## config.mk

```make
export PLATFORM = sky130hd
export DESIGN_NAME = unit_a_sequencer
export DESIGN_NICKNAME = d
export VERILOG_FILES = /design/src/rtl/unit_a_sequencer.sv
export SDC_FILE = /design/constraint.sdc
export NUM_CORES = 1
export LEC_CHECK = 0
export BUFFER_PORTS_ARGS = -buffer_cell sky130_fd_sc_hd__buf_4
export CAP_MARGIN = 40
export CORE_UTILIZATION = 60
export CTS_BUF_LIST = sky130_fd_sc_hd__clkbuf_8 sky130_fd_sc_hd__clkbuf_16
export CTS_CLUSTER_SIZE = 24
export DETAILED_ROUTE_END_ITERATION = 8
export PLACE_DENSITY = 0.87
export SYNTH_ARGS = -nofsm -noshare
export SYNTH_HDL_FRONTEND = slang
export SYNTH_SLANG_ARGS = --single-unit
```

## constraint.sdc

```tcl
create_clock -name clk -period 6.9 [get_ports clk]
set_input_delay 1.035 -clock clk [delete_from_list [all_inputs] [get_ports clk]]
set_output_delay 1.035 -clock clk [all_outputs]
set_load 0.05 [all_outputs]
```

## src/rtl/unit_a_sequencer.sv

```systemverilog
`default_nettype none
// ============================================================================
// Module   : unit_a_sequencer
// Purpose  : Valid/ready front end for the 32-bit A-unit adder. Computes
//            S/c_out/O for sum, sub, ainv and inc, keeps a chaining
//            accumulator, and retires results through a 2-entry FIFO whose
//            head is presented on registered outputs.
// Revision : 1.0 - initial release
// ============================================================================
module unit_a_sequencer (
   input  logic        clk,
   input  logic        rst,
   input  logic        in_valid,
   output logic        in_ready,
   input  logic [31:0] A,
   input  logic [31:0] B,
   input  logic [1:0]  f,
   input  logic        use_acc,
   output logic        out_valid,
   input  logic        out_ready,
   output logic [31:0] S,
   output logic        c_out,
   output logic        O,
   output logic [31:0] acc,
   output logic        ovf_sticky,
   input  logic        clr_flags,
   output logic [15:0] op_count
);

   localparam int unsigned DEPTH = 2;

   localparam logic [1:0] c_F_SUM  = 2'b00;
   localparam logic [1:0] c_F_SUB  = 2'b01;
   localparam logic [1:0] c_F_AINV = 2'b10;
   localparam logic [1:0] c_F_INC  = 2'b11;

   // FIFO storage: each entry is {S, c_out, O}
   logic [33:0] r_mem [0:DEPTH-1];
   logic [1:0]  r_count;
   logic        r_wr_ptr;
   logic        r_rd_ptr;
   logic [33:0] r_head;
   logic [31:0] r_acc;
   logic        r_sticky;
   logic [15:0] r_op_count;

   logic [31:0] w_aop;
   logic [31:0] w_x;
   logic [31:0] w_y;
   logic        w_cin;
   logic [32:0] w_sum;
   logic        w_res_o;
   logic [33:0] w_res;
   logic        w_push;
   logic        w_pop;
   logic [1:0]  w_count_nxt;
   logic        w_rd_nxt;
   logic [33:0] w_head_nxt;

   assign w_aop = use_acc ? r_acc : A;

   // Operand shaping for the four functions around a single adder
   always_comb begin
      w_x   = w_aop;
      w_y   = B;
      w_cin = 1'b0;
      case (f)
         c_F_SUM:  begin w_x = w_aop;  w_y = B;     w_cin = 1'b0; end
         c_F_SUB:  begin w_x = w_aop;  w_y = ~B;    w_cin = 1'b1; end
         c_F_AINV: begin w_x = ~w_aop; w_y = B;     w_cin = 1'b0; end
         c_F_INC:  begin w_x = w_aop;  w_y = 32'd0; w_cin = 1'b1; end
         default:  begin w_x = w_aop;  w_y = B;     w_cin = 1'b0; end
      endcase
   end

   assign w_sum   = {1'b0, w_x} + {1'b0, w_y} + {32'd0, w_cin};
   assign w_res_o = (w_x[31] == w_y[31]) && (w_sum[31] != w_x[31]);
   assign w_res   = {w_sum[31:0], w_sum[32], w_res_o};

   // in_ready looks only at the registered count, so a same-cycle pop
   // never makes room for a same-cycle push
   assign in_ready    = (r_count < 2'd2) && !rst;
   assign out_valid   = (r_count != 2'd0);
   assign w_push      = in_valid && in_ready;
   assign w_pop       = out_valid && out_ready;
   assign w_count_nxt = r_count + {1'b0, w_push} - {1'b0, w_pop};
   assign w_rd_nxt    = r_rd_ptr ^ w_pop;

   // Next head: the entry being written this cycle if it lands in the next
   // read slot (empty FIFO, or push+pop with one entry), else stored data
   assign w_head_nxt = (w_push && (r_wr_ptr == w_rd_nxt)) ? w_res : r_mem[w_rd_nxt];

   // FIFO pointers, occupancy and storage
   always_ff @(posedge clk) begin
      if (rst) begin
         r_count  <= 2'd0;
         r_wr_ptr <= 1'b0;
         r_rd_ptr <= 1'b0;
         r_mem[0] <= '0;
         r_mem[1] <= '0;
      end else begin
         r_count  <= w_count_nxt;
         r_rd_ptr <= w_rd_nxt;
         if (w_push) begin
            r_mem[r_wr_ptr] <= w_res;
            r_wr_ptr        <= ~r_wr_ptr;
         end
      end
   end

   // Registered head; holds its last value once the FIFO drains
   always_ff @(posedge clk) begin
      if (rst) begin
         r_head <= '0;
      end else if (w_count_nxt != 2'd0) begin
         r_head <= w_head_nxt;
      end
   end

   // Accumulator and accepted-request counter advance on every accept
   always_ff @(posedge clk) begin
      if (rst) begin
         r_acc      <= 32'd0;
         r_op_count <= 16'd0;
      end else if (w_push) begin
         r_acc      <= w_sum[31:0];
         r_op_count <= r_op_count + 16'd1;
      end
   end

   // Sticky overflow: a new overflow takes priority over a clear
   always_ff @(posedge clk) begin
      if (rst) begin
         r_sticky <= 1'b0;
      end else if (w_push && w_res_o) begin
         r_sticky <= 1'b1;
      end else if (clr_flags) begin
         r_sticky <= 1'b0;
      end
   end

   assign S          = r_head[33:2];
   assign c_out      = r_head[1];
   assign O          = r_head[0];
   assign acc        = r_acc;
   assign ovf_sticky = r_sticky;
   assign op_count   = r_op_count;

endmodule
`default_nettype wire

```

==> summary.txt, run 1 <==
Logic synthesis
  • Synth top cells by count: 111 x sky130_fd_sc_hd__nor2_1, 90 x sky130_fd_sc_hd__mux2i_1, 87 x sky130_fd_sc_hd__dfxtp_1
  • Combined area of all synthesized cells: 0.008853 mm²
  • Mapped Nets: 1057
  • Post-synth EDFFs: 68
  • Number of synthesized register bits: 155
  • Mean instance size in the synthesized netlist: 9.329 µm²
  • Largest area contributor in the netlist: sky130_fd_sc_hd__edfxtp_1
  • Dominant cell by count in the synthesized netlist: sky130_fd_sc_hd__nor2_1
  • Number of distinct standard cells referenced by the synthesized netlist: 59
  • Register area share after synthesis: 42.74%
  • FFs w/ async S/R, synth: 0%
  • Number of standard cells after synthesis: 949
  • Most area-consuming cells after synthesis: sky130_fd_sc_hd__edfxtp_1 23%, sky130_fd_sc_hd__dfxtp_1 20%, sky130_fd_sc_hd__mux2i_1 10%, sky130_fd_sc_hd__xnor2_1 4.8%, sky130_fd_sc_hd__ha_1 4.8%
  • Area share of the largest cell type after synthesis: 23.06%
  • Flip-flop cell with the highest count after synthesis: sky130_fd_sc_hd__dfxtp_1
  • Count of synthesis-stage warnings from yosys: 0

CTS
  • Hold Buf Count CTS: 0
  • Clock sinks: 155
  • Clock H-tree levels: 4
  • Number of buffers added by the clock tree synthesis step: 17
  • Worst-Skew Late Latency: 0.43 ns
  • Post-CTS Setup Repair Bufs: 0
  • Post-cts sizing count: 0
  • Post-CTS clock slew at the launch and capture registers of the worst setup and hold paths: 0.06 ns
  • Clock tree from TritonCTS: yes
  • CTS root buf: sky130_fd_sc_hd__clkbuf_16
  • Largest buffer count on any clock path: 2

Placed design
  • Weighted congestion at the end of routability-driven global placement: 0.8959
  • Area post-placement: 0.01015 mm²
  • Port Buf Inserts: 156
  • Post-detailed-placement half-perimeter wirelength: 16.47 mm

Power and ir drop
  • VDD IR max: 264.4 µV
  • PwrDens: 415.6 mW/mm²
  • Post-route total power: 4.476 mW
  • Cell leakage power: 4.725 nW

Global route
  • Via count of the first global-routing pass: 7283
  • GR Util All Layers: 32.19%
  • Initial antenna violation count: 0
  • First-pass GRT wire length: 37.16 mm
  • Maximum number of pins on one net before global-route repair: 56
  • Global route overflow: 0

Timing
  • Unrepaired setup endpoints after global routing: no
  • Slew @ Worst Pin: 0.9178 ns
  • Final Hold Slack: 0.4528 ns
  • Maximum clock rate: 0.2252 GHz
  • Final Setup Violations: 0
  • Final critical delay including setup and external delays: 4.440 ns
  • Pins Over Slew Limit: 0
  • Sum of negative setup slack: 0 ns
  • Post-route clock skew: 0.01147 ns
  • Fraction of the cycle the final worst path needs: 64.35%
  • Hold Vio Cnt, Final: 0
  • Rel. slew slack: 38.66%

Worst hold path
  • Launch instance of the worst min-delay path: r_head[4]
  • Kind of path behind the tightest hold check: flip-flop to flip-flop

Drt
  • DR iter-0 viols: 633
  • Via count: 7785
  • Total wirelength of the detailed-routed design: 23.83 mm
  • DRT antenna net count: 0
  • Detail-routed net length per standard cell: 18.75 µm
  • Avg Vias per Cell: 6.125
  • Total iterations of the first detailed-routing run: 8
  • Final routed DRC violation total: 0

Floorplan
  • Chip width: 123.5 µm
  • Initial cell density of the core: 61.15%
  • Number of standard-cell rows in the floorplan: 44
  • Top Ports: 157
  • Die outline area: 0.01525 mm²
  • Core region area: 0.01448 mm²
  • Die height: 123.5 µm

Cells and area
  • Post-Route Utilization: 74.38%
  • Layout fillers: 1033
  • ANT cells: 0
  • Area of all placed cells without fillers: 0.01077 mm²
  • Area growth, synth to finish: 21.64%
  • Net count reported at finish: 1182
  • Share of final-layout standard cells stronger than drive strength 1: 20.33%

Worst setup path
  • Critical Path AT: 4.79 ns
  • Maximum fanout encountered on the critical timing path: 48
  • Crit path launch: rst
  • Req. time, crit path: 7.25 ns
  • R2R Path Start: r_count[1]
  • Critical Path Sink Type: flip-flop
  • Startpoint type of the worst setup path: input port
  • Class of the most critical setup path: input port to flip-flop

Run
  • Maximum capacitance violations: 0

Status
  • Outcome: finished, final reports clean
[per-layer routing]
| metal | track usage [%] | vias to the layer above | share of wire, % |
|---|---|---|---|
| met1 | 38.96 | 3663 | 39 |
| met5 | 0 | - | 0 |
| met3 | 6.181 | 64 | 8.3 |
| met4 | 15.36 | 0 | 3.9 |
| li1 | - | 3647 | - |
| met2 | 54.96 | 411 | 49 |
[where the power goes]
part | internal (mW) | leakage [nW] | switching (mW)
combinational | 0.746 | 2.99 | 1.51
sequential | 1.15 | 1.42 | 0.117
clock | 0.556 | 0.306 | 0.402
[sequential cells by signal, summed over array words and instances (netlist names)]
name and flops:
r_mem 68, r_head 34, acc 32, op_count 16, r_count 2, ovf_sticky 1
r_rd_ptr 1, r_wr_ptr 1
[cells by family (layout without fill, tap and decap cells)]
logic type                 count (synthesis)  after routing  synth area share (%)
AOI/OAI and AO/OA                        208            208                 14.91
muxes                                     90             90                 10.18
DFF                                      155            155                 42.74
xor gates and xnor gates                  75             75                 7.759
adders and majority gates                 36             36                 5.257
and+or+nand+nor                          306            306                 15.56
buffers and inverters                     79            217                 3.604
[worst paths after layout]
kind / end / slack [ns] / cells past startpoint
max: r_head[18] / 2.46 / 14
min: r_head[4] / 0.45 / 2
max reg2reg: r_head[18] / 3.04 / 13
min reg2reg: r_head[4] / 0.45 / 2
[layout by cell type (no fill, tap or decap), types with 22 or more instances in the layout]
cell / count
sky130_fd_sc_hd__a21oi_1: 55
sky130_fd_sc_hd__buf_4: 167
sky130_fd_sc_hd__dfxtp_1: 87
sky130_fd_sc_hd__edfxtp_1: 68
sky130_fd_sc_hd__ha_1: 34
sky130_fd_sc_hd__mux2i_1: 90
sky130_fd_sc_hd__nand2_1: 79
sky130_fd_sc_hd__nand3_1: 41
sky130_fd_sc_hd__nor2_1: 111
sky130_fd_sc_hd__o21ai_0: 47
sky130_fd_sc_hd__xnor2_1: 49
sky130_fd_sc_hd__xor2_1: 22
[metrics by stage]
step | worst slack, ns | cells
after global routing | 2.165 | 1271
after detailed placement | 2.148 | 1239
after floorplan | 2.305 | 949
after CTS | 2.547 | 1271
final | 2.460 | 1271
after global placement | 2.266 | 1236
[cell type report]
type                    count  area (µm²)  share of cell area, %
flip-flops and latches    155        3784                  35.13
multi-input cells         715        4777                  44.36
inverters                  15       56.30                 0.5228
clock buffers              21       525.5                  4.880
repair buffers            170        1306                  12.13
clock inverters            11       90.09                 0.8365
well taps                 184       230.2                  2.138
[worst max-delay path: stages]
cell and delay (ns):
sky130_fd_sc_hd__buf_4 0.27, sky130_fd_sc_hd__nor2_1 0.18, sky130_fd_sc_hd__and2_1 0.65, sky130_fd_sc_hd__inv_1 0.16, sky130_fd_sc_hd__ha_1 0.32, sky130_fd_sc_hd__inv_1 0.04
sky130_fd_sc_hd__ha_1 0.18, sky130_fd_sc_hd__xor2_1 0.15, sky130_fd_sc_hd__xnor2_1 0.15, sky130_fd_sc_hd__nand2b_1 0.50, sky130_fd_sc_hd__nand2_1 0.54, sky130_fd_sc_hd__nor3_1 0.43
sky130_fd_sc_hd__a31oi_1 0.08, sky130_fd_sc_hd__o21ai_0 0.09
Note: power is estimated with default switching activity, not from simulation.
==> run 2, diff against run 1 <==
CORE_UTILIZATION = 51   (was 60)
PLACE_DENSITY = 0.79   (was 0.87)
clock period = 3.7 ns   (was 6.9 ns; I/O delays follow)
==> summary.txt, run 2 (synthesis gave the netlist of run 1 again) <==
CTS
  • CTS root buf: sky130_fd_sc_hd__clkbuf_16
  • Post-CTS Setup Repair Bufs: 0
  • Clock H-tree levels: 4
  • Post-cts sizing count: 0
  • Clock sinks: 155
  • Clock tree from TritonCTS: yes
  • Post-CTS clock slew at the launch and capture registers of the worst setup and hold paths: 0.06 ns
  • Largest buffer count on any clock path: 2
  • Worst-Skew Late Latency: 0.42 ns
  • Number of buffers added by the clock tree synthesis step: 17
  • Hold Buf Count CTS: 0

Worst hold path
  • Worst hold path cell count: 2
  • Worst hold path endpoint: ovf_sticky
  • Launch instance of the worst min-delay path: clr_flags
  • Kind of path behind the tightest hold check: input port to flip-flop

Global route
  • Initial antenna violation count: 0
  • Met1 routing resource usage after global routing: 38.04%
  • Global-route track usage on met2: 43.75%
  • Global routing met3 resource utilization: 4.490%
  • GR Util All Layers: 27.38%
  • Busiest layer in global routing: met2
  • Maximum number of pins on one net before global-route repair: 56
  • First-pass GRT wire length: 38.12 mm
  • Global route overflow: 0
  • Via count of the first global-routing pass: 7477

Power and ir drop
  • Post-route total power: 8.502 mW
  • Cell leakage power: 5.003 nW
  • PwrDens: 758.6 mW/mm²
  • VDD IR max: 716.5 µV

Drt
  • Via count: 7867
  • DRT antenna net count: 0
  • DR iter-0 viols: 577
  • Detail-routed net length per standard cell: 17.41 µm
  • Avg Vias per Cell: 5.738
  • Total wirelength of the detailed-routed design: 23.87 mm
  • Total iterations of the first detailed-routing run: 5
  • Final routed DRC violation total: 0

Timing
  • Final Hold Slack: 0.3292 ns
  • Post-route clock skew: 0.01003 ns
  • Fraction of the cycle the final worst path needs: 91.33%
  • Hold Vio Cnt, Final: 0
  • Rel. slew slack: 52.41%
  • Final Setup Violations: 0
  • Pins Over Slew Limit: 0
  • Unrepaired setup endpoints after global routing: no
  • Sum of negative setup slack: 0 ns
  • Maximum clock rate: 0.2959 GHz
  • Final critical delay including setup and external delays: 3.379 ns
  • Slew @ Worst Pin: 0.7049 ns

Floorplan
  • Core region area: 0.01676 mm²
  • Initial cell density of the core: 52.83%
  • Number of standard-cell rows in the floorplan: 47
  • Chip width: 133.8 µm
  • Top Ports: 157
  • Die outline area: 0.01789 mm²
  • Die height: 133.8 µm

Cells and area
  • Most frequent standard cell in the layout excluding fill and tap cells: sky130_fd_sc_hd__buf_4
  • Area growth, synth to finish: 26.58%
  • Layout fillers: 1351
  • Flip-flop count of the largest register, all copies and words added: 68
  • Net count reported at finish: 1246
  • Register name with the most flops: r_mem
  • Most used cells in the layout excluding fill and tap cells: 232 x sky130_fd_sc_hd__buf_4, 110 x sky130_fd_sc_hd__nor2_1, 90 x sky130_fd_sc_hd__mux2i_1
  • ANT cells: 0
  • Share of final-layout standard cells stronger than drive strength 1: 24.24%
  • Footprint of the multi-input gates: 0.004778 mm²
  • Sequential Area: 0.003784 mm²

Status
  • Outcome: finished, final reports clean

Worst setup path
  • Class of the most critical setup path: flip-flop to flip-flop
  • Critical Path Slowest Stage Cell: sky130_fd_sc_hd__fa_1
  • Top cell family by delay on the critical path: compound AO/OA/AOI/OAI gates
  • Register-to-Register Setup Slack: 0.32 ns
  • Capturing point of the worst reg2reg path: r_mem[0][1]
  • Count of cells along the worst register-to-register path: 12
  • R2R Path Start: acc[0]
  • Startpoint type of the worst setup path: flip-flop
  • Critical Path Sink Type: flip-flop
  • CP Buf/Inv Count: 0
  • Maximum fanout encountered on the critical timing path: 4
  • Delay of the slowest cell on the worst path: 0.47 ns
  • Critical Path AT: 3.63 ns
  • Req. time, crit path: 3.95 ns
  • Series of cell instances along the critical path: mux2i_1 > xor2_1 > fa_1 > fa_1 > nand2b_1 > a211oi_2 > o21bai_1 > a21oi_2 > o21ai_0 > a21boi_0 > nor3_1 > nor3_1

Placed design
  • Weighted congestion at the end of routability-driven global placement: 0.9247
  • Port Buf Inserts: 156
  • Post-detailed-placement half-perimeter wirelength: 17.29 mm

Run
  • Maximum capacitance violations: 0
==> run 2: worst register-to-register path, cell delays in order (launching register included) <==
cell and delay [ns]:
sky130_fd_sc_hd__dfxtp_1 0.42, sky130_fd_sc_hd__mux2i_1 0.12, sky130_fd_sc_hd__xor2_1 0.17, sky130_fd_sc_hd__fa_1 0.47, sky130_fd_sc_hd__fa_1 0.40, sky130_fd_sc_hd__nand2b_1 0.21
sky130_fd_sc_hd__a211oi_2 0.24, sky130_fd_sc_hd__o21bai_1 0.17, sky130_fd_sc_hd__a21oi_2 0.28, sky130_fd_sc_hd__o21ai_0 0.14, sky130_fd_sc_hd__a21boi_0 0.26, sky130_fd_sc_hd__nor3_1 0.11
sky130_fd_sc_hd__nor3_1 0.21
==> run 2: how the worst max path moves through the flow <==
stage,start,endpoint,slack (ns),depth (start not counted)
6_report,acc[0],r_mem[0][1],0.32,12
4_1_cts,acc[0],r_mem[0][1],0.32,12
3_3_place_gp,f[0],r_mem[0][28],0.06,14
5_1_grt,acc[0],r_mem[0][1],0.15,12
2_1_floorplan,f[1],r_mem[0][1],0.03,14
3_5_place_dp,f[0],r_mem[1][28],0.01,14
==> run 2: layer usage <==
metal | vias up | part of all wire, %
met3 | 31 | 7.3
met4 | 0 | 1.4
met5 | - | 0
li1 | 3770 | -
met2 | 330 | 47
met1 | 3736 | 44
==> run 2: area by class of cell <==
class,count,share of cell area (%)
multi-input combinational,715,42.64
sequential,155,33.76
timing repair buffer,234,15.90
clock buffer,18,3.919
tap,220,2.456
clock inverter,14,0.8262
inverter,15,0.5024
==> run 2: per-stage QoR <==
step	instance area, µm²	cells	worst slack (ns)	util [%]
6_report	11210	1371	0.3206	66.87
3_5_place_dp	10680	1339	0.01036	63.70
3_3_place_gp	10680	1339	0.06329	63.70
5_1_grt	11210	1371	0.1453	66.87
4_1_cts	11210	1371	0.3244	66.87
2_1_floorplan	8875	949	0.03111	-
==> run 2: report_power, final <==
| part | switching (mW) | leakage (nW) | internal (mW) |
|---|---|---|---|
| sequential | 0.223 | 1.42 | 2.15 |
| combinational | 2.86 | 3.30 | 1.69 |
| clock | 0.668 | 0.279 | 0.920 |
| total | 3.75 | 5.00 | 4.75 |
==> run 3, diff against run 2 <==
CORE_ASPECT_RATIO = 1.2   (was not set)
==> summary.txt, run 3 (synthesis gave the netlist of run 1 again) <==
Status
  • Outcome: finished, final reports clean

Worst setup path
  • Critical Path AT: 3.46 ns
  • Critical Path Sink Type: flip-flop
  • Req. time, crit path: 3.88 ns
  • Capturing point of the worst reg2reg path: r_mem[1][30]
  • R2R Path Start: acc[0]
  • Maximum fanout encountered on the critical timing path: 4
  • Class of the most critical setup path: flip-flop to flip-flop
  • Count of cells along the worst register-to-register path: 12
  • Startpoint type of the worst setup path: flip-flop
  • Register-to-Register Setup Slack: 0.42 ns

Drt
  • Total wirelength of the detailed-routed design: 24.98 mm
  • DRT antenna net count: 0
  • DR iter-0 viols: 528
  • Via count: 7880
  • Avg Vias per Cell: 5.748
  • Total iterations of the first detailed-routing run: 5
  • Final routed DRC violation total: 0
  • Detail-routed net length per standard cell: 18.22 µm

Timing
  • Post-route clock skew: 0.01195 ns
  • Hold Vio Cnt, Final: 0
  • Slew @ Worst Pin: 0.7579 ns
  • Final setup slack of the worst path: 0.4176 ns
  • Sum of negative setup slack: 0 ns
  • Maximum clock rate: 0.3047 GHz
  • Final critical delay including setup and external delays: 3.282 ns
  • Rel. slew slack: 49.35%
  • Unrepaired setup endpoints after global routing: no
  • Final Hold Slack: 0.2966 ns
  • Pins Over Slew Limit: 0
  • Final Setup Violations: 0
  • Fraction of the cycle the final worst path needs: 88.71%

Worst hold path
  • Worst hold path cell count: 2
  • Kind of path behind the tightest hold check: input port to flip-flop
  • Launch instance of the worst min-delay path: clr_flags
  • Worst hold path endpoint: ovf_sticky

Power and ir drop
  • PwrDens: 770.5 mW/mm²
  • Internal power contribution: 4.960 mW
  • Sequential share of power: 27.1%
  • Post-route total power: 8.734 mW
  • VDD IR max: 461.5 µV
  • Sw Ratio: 43.21%
  • Fraction of power consumed by combinational cells: 52.0%
  • Clock network fraction of design power: 20.9%
  • Switch Pwr: 3.774 mW
  • Cell leakage power: 5.054 nW

Global route
  • First-pass GRT wire length: 39.28 mm
  • Via count of the first global-routing pass: 7733
  • Initial antenna violation count: 0
  • Global route overflow: 0
  • Maximum number of pins on one net before global-route repair: 56
  • GR Util All Layers: 28.74%

Floorplan
  • Core region area: 0.01692 mm²
  • Initial cell density of the core: 52.34%
  • Die height: 146.3 µm
  • Chip width: 122.3 µm
  • Die outline area: 0.01789 mm²
  • Top Ports: 157
  • Number of standard-cell rows in the floorplan: 52

Cells and area
  • Register name with the most flops: r_mem
  • Net count reported at finish: 1250
  • Most frequent standard cell in the layout excluding fill and tap cells: sky130_fd_sc_hd__buf_4
  • Most used cells in the layout excluding fill and tap cells: 235 x sky130_fd_sc_hd__buf_4, 110 x sky130_fd_sc_hd__nor2_1, 90 x sky130_fd_sc_hd__mux2i_1
  • Flip-flop count of the largest register, all copies and words added: 68
  • Share of final-layout standard cells stronger than drive strength 1: 24.68%
  • Area growth, synth to finish: 28.04%
  • ANT cells: 0

CTS
  • CTS root buf: sky130_fd_sc_hd__clkbuf_16
  • Post-CTS clock slew at the launch and capture registers of the worst setup and hold paths: 0.06 ns
  • Hold Buf Count CTS: 0
  • Clock H-tree levels: 4
  • Clock sinks: 155
  • Worst-Skew Late Latency: 0.44 ns
  • Post-cts sizing count: 0
  • Post-CTS Setup Repair Bufs: 0
  • Largest buffer count on any clock path: 2
  • Clock tree from TritonCTS: yes
  • Number of buffers added by the clock tree synthesis step: 17

Run
  • Maximum capacitance violations: 0

Placed design
  • Minimum setup slack after placement: 0.04847 ns
  • Post-detailed-placement half-perimeter wirelength: 18.03 mm
  • Port Buf Inserts: 156
  • Weighted congestion at the end of routability-driven global placement: 0.9523
-- run 3: cell count changes in the layout (fill, tap and decap cells not counted) --
cell / change
sky130_fd_sc_hd__inv_1: -3
sky130_fd_sc_hd__clkinv_4: +2
sky130_fd_sc_hd__clkbuf_8: -1
sky130_fd_sc_hd__buf_12: +1
sky130_fd_sc_hd__buf_4: +3
sky130_fd_sc_hd__bufinv_16: +2
sky130_fd_sc_hd__clkinv_2: -3
sky130_fd_sc_hd__clkbuf_16: +2
sky130_fd_sc_hd__clkinv_1: +1
-- run 3: final cells by class --
cell class              count  area (µm²)
fillers                  1332        5580
multi-input cells         715        4778
repair buffers            238        1824
clock buffers              19       475.5
flip-flops and latches    155        3784
clock inverters            13       147.6
inverters                  15       56.30
well taps                 216       270.3
-- run 3: power groups by stage --
stage	clock (mW)	combinational, mW	sequential (mW)
final	1.83	4.54	2.36
after global routing	1.92	4.87	2.39
after CTS	1.84	4.53	2.36
after detailed placement	0	4.50	2.39
after global placement	0	4.42	2.38
after floorplan	0	2.33	3.00
-- run 3: how the worst max path moves through the flow --
stage	start	end	slack, ns	cells past startpoint
6_report	acc[0]	r_mem[1][30]	0.42	12
5_1_grt	acc[0]	r_mem[1][30]	0.23	12
4_1_cts	acc[0]	r_mem[1][30]	0.42	12
3_5_place_dp	use_acc	r_mem[0][30]	0.05	13
3_3_place_gp	use_acc	r_mem[1][30]	0.1	13
2_1_floorplan	f[1]	r_mem[0][1]	0.03	14
-- run 3: critical path: stages (launching register included) --
cell                       delay (ns)
sky130_fd_sc_hd__dfxtp_1         0.41
sky130_fd_sc_hd__mux2i_1         0.11
sky130_fd_sc_hd__xor2_1          0.17
sky130_fd_sc_hd__fa_1            0.47
sky130_fd_sc_hd__fa_1            0.39
sky130_fd_sc_hd__nand2b_1        0.18
sky130_fd_sc_hd__a211oi_2        0.25
sky130_fd_sc_hd__o21bai_1        0.19
sky130_fd_sc_hd__a21oi_2         0.26
sky130_fd_sc_hd__nor2_4          0.07
sky130_fd_sc_hd__o31ai_2         0.30
sky130_fd_sc_hd__xnor2_2         0.18
sky130_fd_sc_hd__nor2_1          0.06
-- run 3: stage by stage --
stage	cell area, µm²	util, %	instances
2_1_floorplan	8875	-	949
3_3_place_gp	10710	63.33	1339
3_5_place_dp	10710	63.33	1339
4_1_cts	11340	67.01	1371
5_1_grt	11340	67.01	1371
6_report	11340	67.01	1371
-- run 3: routing by layer --
metal | wire [µm] | GRT usage, % | vias up
met5 | 0 | 0 | -
met4 | 836 | 12.99 | 0
met3 | 1539 | 4.648 | 53
met2 | 12270 | 48.01 | 308
met1 | 10340 | 36.03 | 3743
li1 | - | - | 3776
